File: src/rtl/vx_gbar_unit.sv
// Cluster-level global barrier: round-robin accepts one core arrival per cycle,
// tracks per-barrier arrival masks and broadcasts a one-cycle release when complete.
module vx_gbar_unit #(
   parameter int NUM_CORES    = 4,
   parameter int NUM_BARRIERS = 16,
   parameter int BAR_ID_W     = $clog2(NUM_BARRIERS),
   parameter int CORE_W       = $clog2(NUM_CORES)
) (
   input  logic                          clk,
   input  logic                          reset,
   input  logic [NUM_CORES-1:0]          req_valid,
   input  logic [NUM_CORES*BAR_ID_W-1:0] req_id,
   input  logic [NUM_CORES*CORE_W-1:0]   req_size_m1,
   output logic [NUM_CORES-1:0]          req_ready,
   output logic                          rsp_valid,
   output logic [BAR_ID_W-1:0]           rsp_id,
   output logic [NUM_CORES-1:0]          rsp_mask,
   output logic                          busy
);

   localparam int CNT_W = CORE_W + 1;

   logic [CORE_W-1:0]    rr_ptr_q, rr_ptr_d;
   logic [NUM_CORES-1:0] mask_q [NUM_BARRIERS];
   logic [NUM_CORES-1:0] mask_d [NUM_BARRIERS];
   logic                 rsp_valid_q, rsp_valid_d;
   logic [BAR_ID_W-1:0]  rsp_id_q, rsp_id_d;
   logic [NUM_CORES-1:0] rsp_mask_q, rsp_mask_d;

   logic                 fire;
   logic [NUM_CORES-1:0] grant;
   logic [CORE_W-1:0]    grant_idx;
   logic [BAR_ID_W-1:0]  sel_id;
   logic [CORE_W-1:0]    sel_size;
   logic [NUM_CORES-1:0] cur_mask, new_mask;
   logic                 dup;
   logic [CNT_W-1:0]     arrived_cnt;
   logic                 release_now;
   logic                 any_mask;

   // Round-robin: scan cores starting at the pointer; the index wraps naturally
   // because NUM_CORES is a power of two.
   always_comb begin
      grant     = '0;
      grant_idx = '0;
      fire      = 1'b0;
      for (int k = 0; k < NUM_CORES; k++) begin
         if (!fire && req_valid[rr_ptr_q + CORE_W'(k)]) begin
            fire                            = 1'b1;
            grant_idx                       = rr_ptr_q + CORE_W'(k);
            grant[rr_ptr_q + CORE_W'(k)]    = 1'b1;
         end
      end
   end

   assign req_ready = grant;

   always_comb begin
      sel_id   = '0;
      sel_size = '0;
      for (int c = 0; c < NUM_CORES; c++) begin
         if (grant[c]) begin
            sel_id   = req_id[c*BAR_ID_W +: BAR_ID_W];
            sel_size = req_size_m1[c*CORE_W +: CORE_W];
         end
      end
   end

   assign cur_mask = mask_q[sel_id];
   assign new_mask = cur_mask | (NUM_CORES'(1) << grant_idx);
   assign dup      = cur_mask[grant_idx];

   // Count is one bit wider than size_m1 so a full house (size_m1+1 == NUM_CORES) cannot wrap.
   always_comb begin
      arrived_cnt = '0;
      for (int c = 0; c < NUM_CORES; c++) begin
         arrived_cnt = arrived_cnt + CNT_W'(new_mask[c]);
      end
   end

   assign release_now = fire && !dup && (arrived_cnt == (CNT_W'(sel_size) + CNT_W'(1)));

   always_comb begin
      mask_d      = mask_q;
      rr_ptr_d    = rr_ptr_q;
      rsp_valid_d = release_now;
      rsp_id_d    = release_now ? sel_id : '0;
      rsp_mask_d  = release_now ? new_mask : '0;
      if (fire) begin
         rr_ptr_d = grant_idx + CORE_W'(1);
         if (!dup) begin
            mask_d[sel_id] = release_now ? '0 : new_mask;
         end
      end
   end

   always_ff @(posedge clk or posedge reset) begin
      if (reset) begin
         for (int b = 0; b < NUM_BARRIERS; b++) begin
            mask_q[b] <= '0;
         end
         rr_ptr_q    <= '0;
         rsp_valid_q <= 1'b0;
         rsp_id_q    <= '0;
         rsp_mask_q  <= '0;
      end else begin
         mask_q      <= mask_d;
         rr_ptr_q    <= rr_ptr_d;
         rsp_valid_q <= rsp_valid_d;
         rsp_id_q    <= rsp_id_d;
         rsp_mask_q  <= rsp_mask_d;
      end
   end

   always_comb begin
      any_mask = 1'b0;
      for (int b = 0; b < NUM_BARRIERS; b++) begin
         any_mask = any_mask | (|mask_q[b]);
      end
   end

   assign rsp_valid = rsp_valid_q;
   assign rsp_id    = rsp_id_q;
   assign rsp_mask  = rsp_mask_q;
   assign busy      = any_mask | rsp_valid_q;

endmodule

File: config.mk
export PLATFORM = sky130hd
export DESIGN_NAME = vx_gbar_unit
export DESIGN_NICKNAME = d
export VERILOG_FILES = /design/src/rtl/vx_gbar_unit.sv
export SDC_FILE = /design/constraint.sdc
export NUM_CORES = 1
export LEC_CHECK = 0
export BUFFER_PORTS_ARGS = -buffer_cell sky130_fd_sc_hd__buf_2
export CAP_MARGIN = 20
export CORE_ASPECT_RATIO = 2
export CORE_MARGIN = 2
export CORE_UTILIZATION = 33
export CTS_BUF_LIST = sky130_fd_sc_hd__clkbuf_2
export DETAILED_ROUTE_END_ITERATION = 8
export PLACE_DENSITY = 0.48
export SLEW_MARGIN = 40
export SYNTH_ARGS = -nofsm -noshare
export SYNTH_HDL_FRONTEND = slang
export SYNTH_SLANG_ARGS = --single-unit
File: constraint.sdc
create_clock -name clk -period 9.65 [get_ports clk]
set_input_delay 1.93 -clock clk [delete_from_list [all_inputs] [get_ports clk]]
set_output_delay 1.93 -clock clk [all_outputs]
set_load 0.05 [all_outputs]
==> results.yml <==
outcome:
  status: "finished clean"
finish:
  layout_commonest_cell: "dfrtp_1"
  fin_nets: 580
  areaGrowthSynthToFinish_pct: 9.64
  final_cell_mix: "75 x dfrtp_1, 66 x nand2_1, 43 x buf_2"
  drive_above_1_share: 0.176
  fin_util: 0.369
grt:
  grt_pass1_wl_um: 27500
  grt_usage: 0.241
  grt_max_degree: 76
  antenna_found_initial: 1
  globalRouteOverflowTotal: 0
  grt_pass1_vias: 4636
hold_path:
  hold_end: "mask_q[36]$_DFFE_PP0P_"
  hold_depth: 1
  min_from: "mask_q[36]$_DFFE_PP0P_"
  hp-class: "register to register"
yosys:
  synth_area_leaders: "dfrtp_1 39%, a32o_1 7.3%, nand2_1 5.1%"
  syn_avg_cell_area_um2: 9.56
  dominantRegCellSynth: "dfrtp_1"
  synth_edf_count: 0
  synth_cells: 505
  postSynthNetCount: 550
  ys_ff_latch: 75
  synth_cell_types: 67
  async_flop_share: 1.00
  netlist_area_um2: 4830
  ys_seq_area_frac: 0.389
  synth_top_area_cell: "dfrtp_1"
  yosysTopAreaCellShare: 0.389
  yosys_warnings: 0
worst_setup_path:
  cp-startpoint: "rr_ptr_q[0]$_DFFE_PP0P_"
  cp-end-kind: "register"
  crit_top_cell: "ha_1"
  crit_slowest_cell: "dfrtp_1"
  critPathRequiredTime_ns: 10.15
  r2r-end: "rsp_mask[3]$_DFF_PP0_"
  ff2ff_path_depth: 22
  path_class: "register to register"
  crit_arrival_ns: 8.23
  worstSetupStartpointType: "register"
  r2r_slack_ns: 1.92
  r2r-start: "rr_ptr_q[0]$_DFFE_PP0P_"
  crit_chain: "inv_1 > ha_1 > mux4_2 > or3_1 > a21oi_1 > a2111oi_4 > o221ai_1 > a31o_2 > o211ai_1 > a221oi_1 > a211o_1 > nand3_1 > nor2_1 > fa_1 > inv_1 > ha_1 > ha_1 > xnor2_1 > nand3_1 > nor3_1 > nand2_1 > nor2_1"
  critPathMaxFanout: 19
  slowest_delay_ns: 0.79
timing:
  report.final.slew_viol_count: 0
  fin_crit_ns: 7.73
  fin_crit_sh: 0.801
  rsz0062_at_grt: "false"
  max_freq_mhz: 129
  finalSetupViolCount: 0
  relSlewSlack: 0.445
  hold_viol: 0
  skew_ns: 0.0259
  worstMarginPinSlew_ns: 0.832
  finalSetupTns_ns: 0
place:
  hpwlAfterDp_um: 13400
  io_buffers: 43
  gp_congestion: 0.893
detailed_routing:
  routedWlPerCell_um: 24.5
  vias_per_cell: 6.15
  wirelength_um: 17900
  drc: 0
  antenna_left: 0
  firstDrtPassIters: 7
  vias: 4511
  drt_iter0_drc: 425
clock_tree:
  cts_buffers: 9
  htreeDepth: 3
  clock-sinks: 75
  cts_tree: "yes"
  post_cts_resized: 0
  cts.clk_slew.worst_paths_ns: 0.22
  clk_path_buf_depth: 2
  worstSkewPairLatency_ns: 0.57
  cts_root_buf: "clkbuf_2"
  cts_setup_buffers: 0
  holdBufCountCts: 0
floorplanning:
  die_h_um: 175
  io_pins: 44
  die-area_um2: 15700
  placeableCoreArea_um2: 14400
  die_w_um: 89.5
  rows: 62
  start_util: 0.337
job:
  maxCapViolations: 0
cell families after synthesis:
group,Yosys count,synth area share
AND/OR/NAND/NOR,191,0.199
flip-flops,75,0.389
XOR/XNOR,3,0.00544
buffers and inverters,53,0.0606
multiplexers,7,0.0179
adder cells (fa/ha/maj),15,0.0404
AO/OA/AOI/OAI,161,0.288
Yosys cell counts, drive strengths merged (7+ instances only):
cell type and number:
dfrtp 75, nand2 67, nor2 37, a32o 35, a21oi 32, a22o 26, buf 25, inv 21
nor4 18, nand4 16, ha 14, nand3 9, o2bb2ai 9, and2 8, o211ai 8, or3 8
clkbuf 7
stage by stage:
stage          hold slack, ns  instance area [µm²]  instances  setup WS, ns
2_1_floorplan           0.478                 4830        505          2.36
3_3_place_gp            0.509                 5130        715          1.43
3_5_place_dp            0.517                 5140        715          1.34
4_1_cts                 0.561                 5280        731          1.91
5_1_grt                 0.591                 5300        733          1.49
6_report                0.563                 5300        733          1.92
state kept, by name, summed over array words and instances, names as in the netlist:
signal	cells
mask_q	64
rr_ptr_q	2
rsp_id	4
rsp_mask	4
rsp_valid	1
worst max-delay path by stage:
stage               cells after the start  slack (ns)                      to
floorplan                              25        2.36  mask_q[16]$_DFFE_PP0P_
global placement                       22        1.43   rsp_mask[3]$_DFF_PP0_
detailed placement                     22        1.34   rsp_mask[3]$_DFF_PP0_
CTS                                    23        1.91   rsp_mask[3]$_DFF_PP0_
global route                           22        1.49   rsp_mask[3]$_DFF_PP0_
finish                                 22        1.92   rsp_mask[3]$_DFF_PP0_
worst max-delay path, delay by kind of cell (launching register included):
kind	cells	cell delay [ns]
compound gates	7	2.01
xor+xnor	1	0.17
fa+ha+maj	4	1.48
buf+inv	2	0.39
flops	1	0.79
mux	1	0.48
simple gates	7	2.32
per-layer routing:
| metal | routed length (µm) | vias to the layer above | track usage |
|---|---|---|---|
| li1 | - | 2009 | - |
| met1 | 5980 | 2239 | 0.251 |
| met2 | 9840 | 178 | 0.427 |
| met3 | 706 | 85 | 0.0265 |
| met4 | 1410 | 0 | 0.165 |
| met5 | 0 | - | 0 |
area by class of cell:
class                   instances  area (µm²)
diodes                          1        2.50
clock buffers                  10        50.0
clock inverters                 6        90.1
fillers                      1489        9060
inverters                      21        82.6
multi-input cells             377        2670
flip-flops and latches         75        1880
well taps                     192         240
repair buffers                 51         287
Power is left out: the tool's default activity adds up to more than one toggle a clock period on the data nets, which glitch-free logic cannot reach.
